==> config.mk <==
export PLATFORM = sky130hd
export DESIGN_NAME = seg_scan_ctrl
export DESIGN_NICKNAME = d
export VERILOG_FILES = /design/src/rtl/seg_scan_pkg.sv /design/src/rtl/scan_next_digit.sv /design/src/rtl/seg_scan_ctrl.sv
export SDC_FILE = /design/constraint.sdc
export NUM_CORES = 1
export LEC_CHECK = 0
export ABC_AREA = 1
export BUFFER_PORTS_ARGS = -buffer_cell sky130_fd_sc_hd__buf_2
export CAP_MARGIN = 20
export CORE_UTILIZATION = 59
export DETAILED_ROUTE_END_ITERATION = 8
export PLACE_DENSITY_LB_ADDON = 0.12
export SKIP_CTS_REPAIR_TIMING = 1
export SLEW_MARGIN = 25
export SYNTH_ARGS = -nofsm -noshare
export SYNTH_HDL_FRONTEND = slang
export SYNTH_HIERARCHICAL = 1
export SYNTH_SLANG_ARGS = --single-unit
==> constraint.sdc <==
create_clock -name clk_10Mhz -period 8.5 [get_ports clk_10Mhz]
set_clock_uncertainty 0.1 [all_clocks]
set_input_delay 0.85 -clock clk_10Mhz [delete_from_list [all_inputs] [get_ports clk_10Mhz]]
set_output_delay 0.85 -clock clk_10Mhz [all_outputs]
set_load 0.02 [all_outputs]
==> src/rtl/seg_scan_pkg.sv <==
// Shared types and helpers for the seven-segment scan controller.
package seg_scan_pkg;

  localparam int unsigned SEG_BITS = 8;

  typedef enum logic [1:0] {
    IDLE  = 2'd0,
    BLANK = 2'd1,
    ON    = 2'd2
  } scan_state_t;

  function automatic logic [SEG_BITS-1:0] apply_polarity(input logic [SEG_BITS-1:0] value,
                                                         input logic                active_low);
    return active_low ? ~value : value;
  endfunction

endpackage

==> src/rtl/scan_next_digit.sv <==
// Rotating priority search over the digit enable mask: next enabled index strictly above
// the current one (wrapping), plus the lowest enabled index.
module scan_next_digit #(
  parameter int unsigned NUM_DIGITS = 8,
  parameter int unsigned IDX_W      = $clog2(NUM_DIGITS)
) (
  input  logic [NUM_DIGITS-1:0] digit_en,
  input  logic [IDX_W-1:0]      cur_idx,
  output logic [IDX_W-1:0]      next_idx,
  output logic [IDX_W-1:0]      low_idx
);

  logic found;

  always_comb begin
    low_idx = '0;
    for (int i = NUM_DIGITS - 1; i >= 0; i--) begin
      if (digit_en[i]) low_idx = IDX_W'(i);
    end
  end

  // Falls back to cur_idx when no other digit is enabled.
  always_comb begin
    next_idx = cur_idx;
    found    = 1'b0;
    for (int k = 1; k < NUM_DIGITS; k++) begin
      int cand;
      cand = (int'(cur_idx) + k) % NUM_DIGITS;
      if (!found && digit_en[cand]) begin
        next_idx = IDX_W'(cand);
        found    = 1'b1;
      end
    end
  end

endmodule

==> src/rtl/seg_scan_ctrl.sv <==
// Seven-segment scan controller: per-digit dwell with leading blank interval, enable mask
// skipping, segment muxing and selectable output polarity. All outputs are registered.
module seg_scan_ctrl
  import seg_scan_pkg::*;
#(
  parameter int unsigned NUM_DIGITS   = 8,
  parameter int unsigned SCAN_DIV     = 10000,
  parameter int unsigned BLANK_CYCLES = 16,
  parameter bit          ACTIVE_LOW   = 1'b1
) (
  input  logic                            clk_10Mhz,
  input  logic                            reset_n,
  input  logic                            enable,
  input  logic [NUM_DIGITS-1:0]           digit_en,
  input  logic [NUM_DIGITS*SEG_BITS-1:0]  seg_data,
  output logic [NUM_DIGITS-1:0]           an_sel,
  output logic [SEG_BITS-1:0]             seg_out,
  output logic [$clog2(NUM_DIGITS)-1:0]   digit_idx,
  output logic                            frame_start
);

  localparam int unsigned IDX_W     = $clog2(NUM_DIGITS);
  localparam int unsigned CNT_W     = $clog2(SCAN_DIV);
  localparam int unsigned ON_CYCLES = SCAN_DIV - BLANK_CYCLES;

  localparam logic [NUM_DIGITS-1:0] AN_OFF  = {NUM_DIGITS{ACTIVE_LOW}};
  localparam logic [SEG_BITS-1:0]   SEG_OFF = {SEG_BITS{ACTIVE_LOW}};

  scan_state_t           state_q, state_d;
  logic [CNT_W-1:0]      cnt_q, cnt_d;
  logic [IDX_W-1:0]      idx_d;
  logic [IDX_W-1:0]      next_idx, low_idx;
  logic [NUM_DIGITS-1:0] an_d, onehot;
  logic [SEG_BITS-1:0]   seg_d;
  logic                  fs_d;
  logic                  go;

  assign go = enable && (digit_en != '0);

  scan_next_digit #(
    .NUM_DIGITS (NUM_DIGITS),
    .IDX_W      (IDX_W)
  ) u_next (
    .digit_en (digit_en),
    .cur_idx  (digit_idx),
    .next_idx (next_idx),
    .low_idx  (low_idx)
  );

  always_comb begin
    state_d = state_q;
    cnt_d   = cnt_q;
    idx_d   = digit_idx;
    fs_d    = 1'b0;
    if (!go) begin
      state_d = IDLE;
      cnt_d   = '0;
      idx_d   = '0;
    end else begin
      unique case (state_q)
        IDLE: begin
          state_d = BLANK;
          cnt_d   = '0;
          idx_d   = low_idx;
        end
        BLANK: begin
          if (cnt_q == CNT_W'(BLANK_CYCLES - 1)) begin
            cnt_d = '0;
            // A digit disabled during its blank interval is skipped; the next one blanks first.
            if (digit_en[digit_idx]) begin
              state_d = ON;
              fs_d    = (digit_idx == low_idx);
            end else begin
              idx_d = next_idx;
            end
          end else begin
            cnt_d = cnt_q + 1'b1;
          end
        end
        ON: begin
          if ((cnt_q == CNT_W'(ON_CYCLES - 1)) || !digit_en[digit_idx]) begin
            state_d = BLANK;
            cnt_d   = '0;
            idx_d   = next_idx;
          end else begin
            cnt_d = cnt_q + 1'b1;
          end
        end
        default: begin
          state_d = IDLE;
          cnt_d   = '0;
          idx_d   = '0;
        end
      endcase
    end
  end

  // Outputs are derived from next state so they switch on the same edge as the FSM.
  always_comb begin
    onehot = NUM_DIGITS'(1) << idx_d;
    an_d   = AN_OFF;
    seg_d  = SEG_OFF;
    if (state_d == ON) begin
      an_d  = ACTIVE_LOW ? ~onehot : onehot;
      seg_d = apply_polarity(seg_data[SEG_BITS*int'(idx_d) +: SEG_BITS], ACTIVE_LOW);
    end
  end

  always_ff @(posedge clk_10Mhz or negedge reset_n) begin
    if (!reset_n) begin
      state_q     <= IDLE;
      cnt_q       <= '0;
      digit_idx   <= '0;
      an_sel      <= AN_OFF;
      seg_out     <= SEG_OFF;
      frame_start <= 1'b0;
    end else begin
      state_q     <= state_d;
      cnt_q       <= cnt_d;
      digit_idx   <= idx_d;
      an_sel      <= an_d;
      seg_out     <= seg_d;
      frame_start <= fs_d;
    end
  end

endmodule
==> metrics.md, run 1 <==
| Metric | Value |
|---|---|
| Critical Path Slowest Stage Cell | dfrtp_1 |
| Fmax | 234.3 MHz |
| Power Density | 106.7 mW/mm^2 |
| DP Wirelength | 6978 microns |
| Yosys reg bits | 36 |
| Hold Worst Slack | 382.0 ps |
| H-tree Lvls | 2 |
| Vias in the first global route | 3454 |
| CP max stage delay | 760 ps |
| Buf/Inv on CP | 5 |
| Hold Crit Depth | 1 |
| Measured slew at the worst slew-check pin | 804.0 ps |
| Critical Path Sink Type | flip-flop |
| M2 GR Usage | 49.25% |
| Rows | 28 |
| Post-Syn Instances | 560 |
| Req. time, crit path | 8620 ps |
| Clock-pin slew on the worst setup and hold paths | 80 ps |
| Startpoint types | flip-flop |
| Crit-path cells | inv_2 > ha_1 > inv_2 > nand3_2 > nand3_2 > nand2_4 > inv_2 > nand3_2 > o21ai_0 > o21ai_0 > nand2_1 > o21ai_0 > nand2_1 > nand2_1 > inv_1 > nand4_1 > nand3_1 > nand3_4 > nand2_4 > inv_2 > nand2_1 > o21ai_1 > nor2_1 > nor2_1 |
| RSZ-0062 raised after global routing | false |
| Top_reg_cell synth | dfrtp_1 |
| TritonCTS clock tree | yes |
| Number of diodes | 0 |
| Share of post-route cells with drive strength above 1 | 29.77% |
| Initial Util | 61.98% |
| Max Cap Viol | 0 |
| CTS buffer count | 5 |
| # nets final | 726 |
| Number of synthesized flops with an enable pin | 0 |
| Largest net degree at the start of global routing | 42 |
| Clock Sinks | 36 |
| Routed len/inst | 12.44 microns |
| R2R depth | 24 |
| Global route hottest layer | met2 |
| P&R area growth vs syn | 13.84% |
| DRT iter0 DRCs | 211 |
| Drt drc | 0 |
| Finish-stage setup viols | 0 |
| Clock latency on the worst-skew pair | 280 ps |
| Crit path max-delay family | simple AND/OR/NAND/NOR gates |
| Core Util, Final | 70.56% |
| Gr ovfl total | 0 |
| Peak VDD IR | 0.00007506 V |
| Global-route wire length before repair | 14660 microns |
| Total negative slack | 0 ps |
| Max-Slew Margin vs Limit | 46.40% |
| Antenna-violating nets left | 0 |
| Met3 usage | 5.556% |
| Port Buffer Count | 94 |
| Core ar. | 0.006026 sq mm |
| LEAKAGE | 2.237 nW |
| Final Hold Viols | 0 |
| Post-synth cell types | 41 |
| Placed cells | 712 |
| Mapped Area | 0.003735 sq mm |
| Total wire length | 8960 microns |
| CTS Root Cell | clkbuf_8 |
| Die Wd | 81.56 microns |
| Min-Delay Path Class | flip-flop to flip-flop |
| Final period util | 50.21% |
| Synth warnings | 6 |
| Arr. time, crit path | 4390 ps |
| I/O pins | 95 |
| Crit path max fanout | 41 |
| Deepest clock path buffer count | 2 |
| Die height | 81.56 microns |
| Final Slew Violations | 0 |
| Status | finished clean |
| Fin crit period | 4268 ps |
| Synth Area per Inst | 6.669 sq um |
| Final RePlAce weighted congestion | 0.9163 |
| Die ar. | 0.006652 sq mm |
| Antenna violations before repair | 0 |
| M1 GR Usage | 35.04% |
| Drt via density | 5.219 |
| Syn Nets | 642 |
| Gr usage total | 27.99% |
| Via count | 3758 |
| 1st-pass router iterations | 7 |
| Seq/Total Area, Yosys | 24.66% |
| Critical Path Stages | 24 |
| Post-Layout Cell Count | 720 |
| Async S/R FF share, synth | 100.0% |
| WS Path Type | flip-flop to flip-flop |
final timing paths:
| kind | to | from | slack, ps |
|---|---|---|---|
| hold / removal | cnt_q[0] | cnt_q[0] | 380 |
| min in group asynchronous | cnt_q[10] | reset_n | 560 |
| setup / recovery | seg_out[2] | digit_idx[0] | 4230 |
| setup reg to reg | seg_out[2] | digit_idx[0] | 4230 |
| hold reg to reg | cnt_q[0] | cnt_q[0] | 380 |
| max in group asynchronous | cnt_q[3] | reset_n | 7240 |
flip-flops by register name, summed over array words and instances (netlist names):
register / cells
an_sel: 8
cnt_q: 14
digit_idx: 3
frame_start: 1
seg_out: 8
state_q: 2
kinds of logic after synthesis:
family                   after synthesis  share of synthesized area (%)
buffers and inverters                108                          12.83
adder cells (fa/ha/maj)                7                          2.345
AO/OA/AOI/OAI                         43                          6.801
XOR/XNOR                               9                          2.111
flip-flops                            36                          24.66
AND/OR/NAND/NOR                      357                          51.26
area by class of cell:
class	count	area, sq um
multi-input combinational	416	2335
fill	541	1774
sequential	36	920.9
timing repair buffer	94	470.5
inverter	91	344.1
tap	75	93.84
clock buffer	5	68.82
clock inverter	3	18.77
per-stage QoR:
step / worst slack (ps) / total power (W) / cell area, sq um
final: 4232 / 0.0004538 / 4252
after detailed placement: 4282 / 0.0003376 / 4164
after CTS: 4280 / 0.0004558 / 4252
after global routing: 3712 / 0.0004857 / 4252
after floorplan: 5253 / 0.0002976 / 3735
after global placement: 4380 / 0.0003348 / 4164
synth_stat cells, drive strengths merged, types with 6 or more instances:
| library cell | instances | area (sq um) |
|---|---|---|
| nor2 | 55 | 285.3 |
| nand2 | 184 | 792.0 |
| o21ai | 24 | 146.4 |
| dfstp | 16 | 420.4 |
| dfrtp | 20 | 500.5 |
| inv | 90 | 340.3 |
| a21oi | 16 | 83.83 |
| nand3b | 24 | 180.2 |
| nor3 | 8 | 51.30 |
| nand3 | 67 | 437.9 |
| buf | 14 | 123.9 |
| xnor2 | 6 | 52.55 |
| nand4 | 11 | 98.84 |
| ha | 7 | 87.58 |
worst register-to-register path: cells and delay by family, from the launching register on:
kind                       cells  cell delay, ps
DFF                            1             760
and+or+nand+nor               14            1810
AOI/OAI and AO/OA              4             340
buffers and inverters          5             720
adders and majority gates      1             470
cell usage in the layout (no fill, tap or decap), types with 2 or more instances in the layout:
master and instances:
nor3_1 7, nand2_2 16, buf_2 94, nor2_1 48
dfstp_2 16, clkbuf_8 5, nand4_4 2, nand2_4 6
nand4_1 9, nor3b_1 3, o21ai_0 8, inv_2 12
o21ai_1 11, nand3_2 18, nor2_4 4, dfrtp_1 20
nand3_1 48, o21ai_2 4, or2_2 2, ha_1 7
xor2_1 3, xnor2_1 6, inv_1 77, nor2_8 3
nand2_1 161, nor4_1 2, nand3b_1 24, clkinv_2 2
a21oi_1 15
metal layers:
layer / vias up / routed length, microns
met4: 0 / 47
met5: - / 0
met1: 1690 / 4048
li1: 1937 / -
met3: 4 / 467
met2: 127 / 4397
where the power goes:
group	internal (W)	switching [W]	total (W)
combinational	0.0000563	0.000103	0.000159
sequential	0.000173	0.00000389	0.000177
clock	0.0000571	0.0000611	0.000118
total	0.000286	0.000168	0.000454
Power figures use the tool's default switching activity.
==> run 2, diff against run 1 <==
--- a/config.mk
+++ b/config.mk
@@ -8,7 +8,7 @@
 export ABC_AREA = 1
 export BUFFER_PORTS_ARGS = -buffer_cell sky130_fd_sc_hd__buf_2
 export CAP_MARGIN = 20
-export CORE_UTILIZATION = 59
+export CORE_UTILIZATION = 49
 export DETAILED_ROUTE_END_ITERATION = 8
 export PLACE_DENSITY_LB_ADDON = 0.12
 export SKIP_CTS_REPAIR_TIMING = 1
==> constraint.sdc (replaced) <==
create_clock -name clk_10Mhz -period 3.6 [get_ports clk_10Mhz]
set_clock_uncertainty 0.1 [all_clocks]
set_input_delay 0.36 -clock clk_10Mhz [delete_from_list [all_inputs] [get_ports clk_10Mhz]]
set_output_delay 0.36 -clock clk_10Mhz [all_outputs]
set_load 0.02 [all_outputs]
==> metrics.md, run 2 (synthesized netlist as in run 1, its figures left out) <==
| Metric | Value |
|---|---|
| Startpoint types | flip-flop |
| Total negative slack | 0 ps (unchanged) |
| Req. time, crit path | 3720 ps (-4900 ps) |
| Clock latency on the worst-skew pair | 280 ps (about the same) |
| Largest registers | cnt_q: 14 flops, an_sel: 8 flops, seg_out: 8 flops |
| Port Buffer Count | 94 (unchanged) |
| Antenna-violating nets left | 0 (unchanged) |
| Fin crit period | 3213 ps (-1055 ps) |
| Antenna violations before repair | 0 (unchanged) |
| DRT iter0 DRCs | 255 (+21%) |
| Peak VDD IR | 0.0001669 V (+120%) |
| Fmax | 311.2 MHz (+33%) |
| M1 GR Usage | 31.94% (-3.1 points) |
| H-tree Lvls | 2 (unchanged) |
| 1st-pass router iterations | 5 (-2) |
| Die Wd | 89.31 microns (+9.5%) |
| Initial Util | 51.22% (-11 points) |
| Commonest non-fill, non-tap cell in the layout | nand2_1 |
| Buf/Inv on CP | 8 (+3) |
| Vias in the first global route | 3400 (-1.6%) |
| Total wire length | 8788 microns (-1.9%) |
| Via count | 3685 (-1.9%) |
| Reg with most FFs | cnt_q |
| DP Wirelength | 6762 microns (-3.1%) |
| Max-Slew Margin vs Limit | 47.22% (+0.82 points) |
| Status | finished clean |
| Die height | 89.31 microns (+9.5%) |
| Dpl cell area | 0.004239 sq mm (+1.8%) |
| Final RePlAce weighted congestion | 0.8893 (-2.9%) |
| Largest net degree at the start of global routing | 42 (unchanged) |
| Met3 usage | 3.693% (-1.9 points) |
| Drt via density | 4.900 (-6.1%) |
| Clock Power Share | 26.6% (+0.6 points) |
| Crit-path cells | inv_2 > ha_1 > inv_2 > nand3_2 > nand2_1 > o21ai_2 > inv_1 > nand4_4 > inv_2 > nand2_2 > clkinv_1 > nand2_1 > nand2_1 > inv_1 > nand4_1 > nand3_1 > nand3_4 > buf_4 > nand3b_1 > nand2_1 > nand2_1 > nand3_1 > nand2_1 > inv_1 |
| M2 GR Usage | 38.72% (-11 points) |
| Rows | 31 (+11%) |
| Measured slew at the worst slew-check pin | 791.8 ps (-12.23 ps) |
| Most frequent cells in the layout | 161 x nand2_1, 94 x buf_2, 77 x inv_1, 48 x nand3_1, 48 x nor2_1 |
| Combinational power share | 35.4% (+0.4 points) |
| Finished layout cell area | 0.004368 sq mm (+2.7%) |
| Int Power | 0.0006810 W (+140%) |
| Largest register FFs | 14 (unchanged) |
| Die ar. | 0.007975 sq mm (+20%) |
| # nets final | 734 (+1.1%) |
| Deepest clock path buffer count | 2 (unchanged) |
| Global-route wire length before repair | 14710 microns (+0.33%) |
| Final period util | 89.26% (+39 points) |
| Arr. time, crit path | 3330 ps (-1060 ps) |
| P&R area growth vs syn | 16.95% |
| Sw frac | 37.11% (+0.15 points) |
| Crit path max fanout | 21 (-49%) |
| RSZ-0062 raised after global routing | false |
| Core ar. | 0.007292 sq mm (+21%) |
| Reg power frac | 38.0% (-0.9 points) |
| Share of post-route cells with drive strength above 1 | 30.63% (+0.86 points) |
| LEAKAGE | 2.283 nW (+2.1%) |
| Power Density | 247.9 mW/mm^2 (+130%) |
| Clock Sinks | 36 (unchanged) |
| Crit path max-delay family | simple AND/OR/NAND/NOR gates |
| Min-Delay Path Class | input pin to async pin |
| Routed len/inst | 11.69 microns (-6.1%) |
| Max Cap Viol | 0 (unchanged) |
| CTS Root Cell | clkbuf_8 |
| Gr usage total | 23.37% (-4.6 points) |
| Final Hold Viols | 0 (unchanged) |
| Gr ovfl total | 0 (unchanged) |
| I/O pins | 95 (unchanged) |
| Finish-stage setup viols | 0 (unchanged) |
| Crit-path most repeated cell | nand2_1 |
| Clock-pin slew on the worst setup and hold paths | 80 ps (about the same) |
| Critical Path Slowest Stage Cell | ha_1 |
| P_sw | 0.0004019 W (+140%) |
| CTS buffer count | 5 (unchanged) |
| WS Path Type | flip-flop to flip-flop |
| CP max stage delay | 450 ps (-310 ps) |
| Global route hottest layer | met2 |
| Critical Path Sink Type | flip-flop |
| Drt drc | 0 (unchanged) |
| TritonCTS clock tree | yes |
| Number of diodes | 0 (unchanged) |
| Final Slew Violations | 0 (unchanged) |
[run 2: per-layer routing]
metal | up-vias | wire length, microns
li1 | 1950 | -
met1 | 1616 | 4164
met2 | 109 | 4104
met3 | 10 | 425
met4 | 0 | 94
met5 | - | 0
[run 2: metrics by stage]
step	total power (W)	util (%)	hold WS [ps]	std cells	setup WS, ps
global placement	0.0007955	58.13	349.9	742	375.8
finish	0.001083	59.90	49.42	752	386.5
CTS	0.001089	59.33	107.0	750	306.5
detailed placement	0.0008000	58.13	350.1	742	315.5
global route	0.001154	59.90	146.5	752	54.24
floorplan	0.0007026	-	-35.59	560	352.9
[run 2: area by class of cell]
type,instances,area (sq um)
Tap cell,99,123.9
Clock inverter,3,18.77
Timing Repair Buffer,102,543.0
Fill cell,713,2924
Clock buffer,5,68.82
Multi-Input combinational cell,416,2349
Sequential cell,36,920.9
Inverter,91,344.1
[run 2: worst paths after layout]
kind,cells past startpoint,slack (ps),to,start
worst max-delay path,24,390,seg_out[0],digit_idx[1]
worst max register to register,24,390,seg_out[0],digit_idx[1]
min in group clk_10Mhz,4,250,seg_out[2],seg_data[42]
worst min register to register,1,360,cnt_q[0],cnt_q[0]
worst min-delay path,1,50,frame_start,reset_n
max in group asynchronous,1,2840,digit_idx[1],reset_n
[run 2: power groups by stage]
stage | sequential, W | clock [W] | combinational (W)
floorplan | 0.000422 | 0 | 0.000281
global placement | 0.000418 | 0 | 0.000377
detailed placement | 0.000418 | 0 | 0.000382
CTS | 0.000411 | 0.000295 | 0.000383
global route | 0.000412 | 0.000310 | 0.000432
finish | 0.000411 | 0.000288 | 0.000384
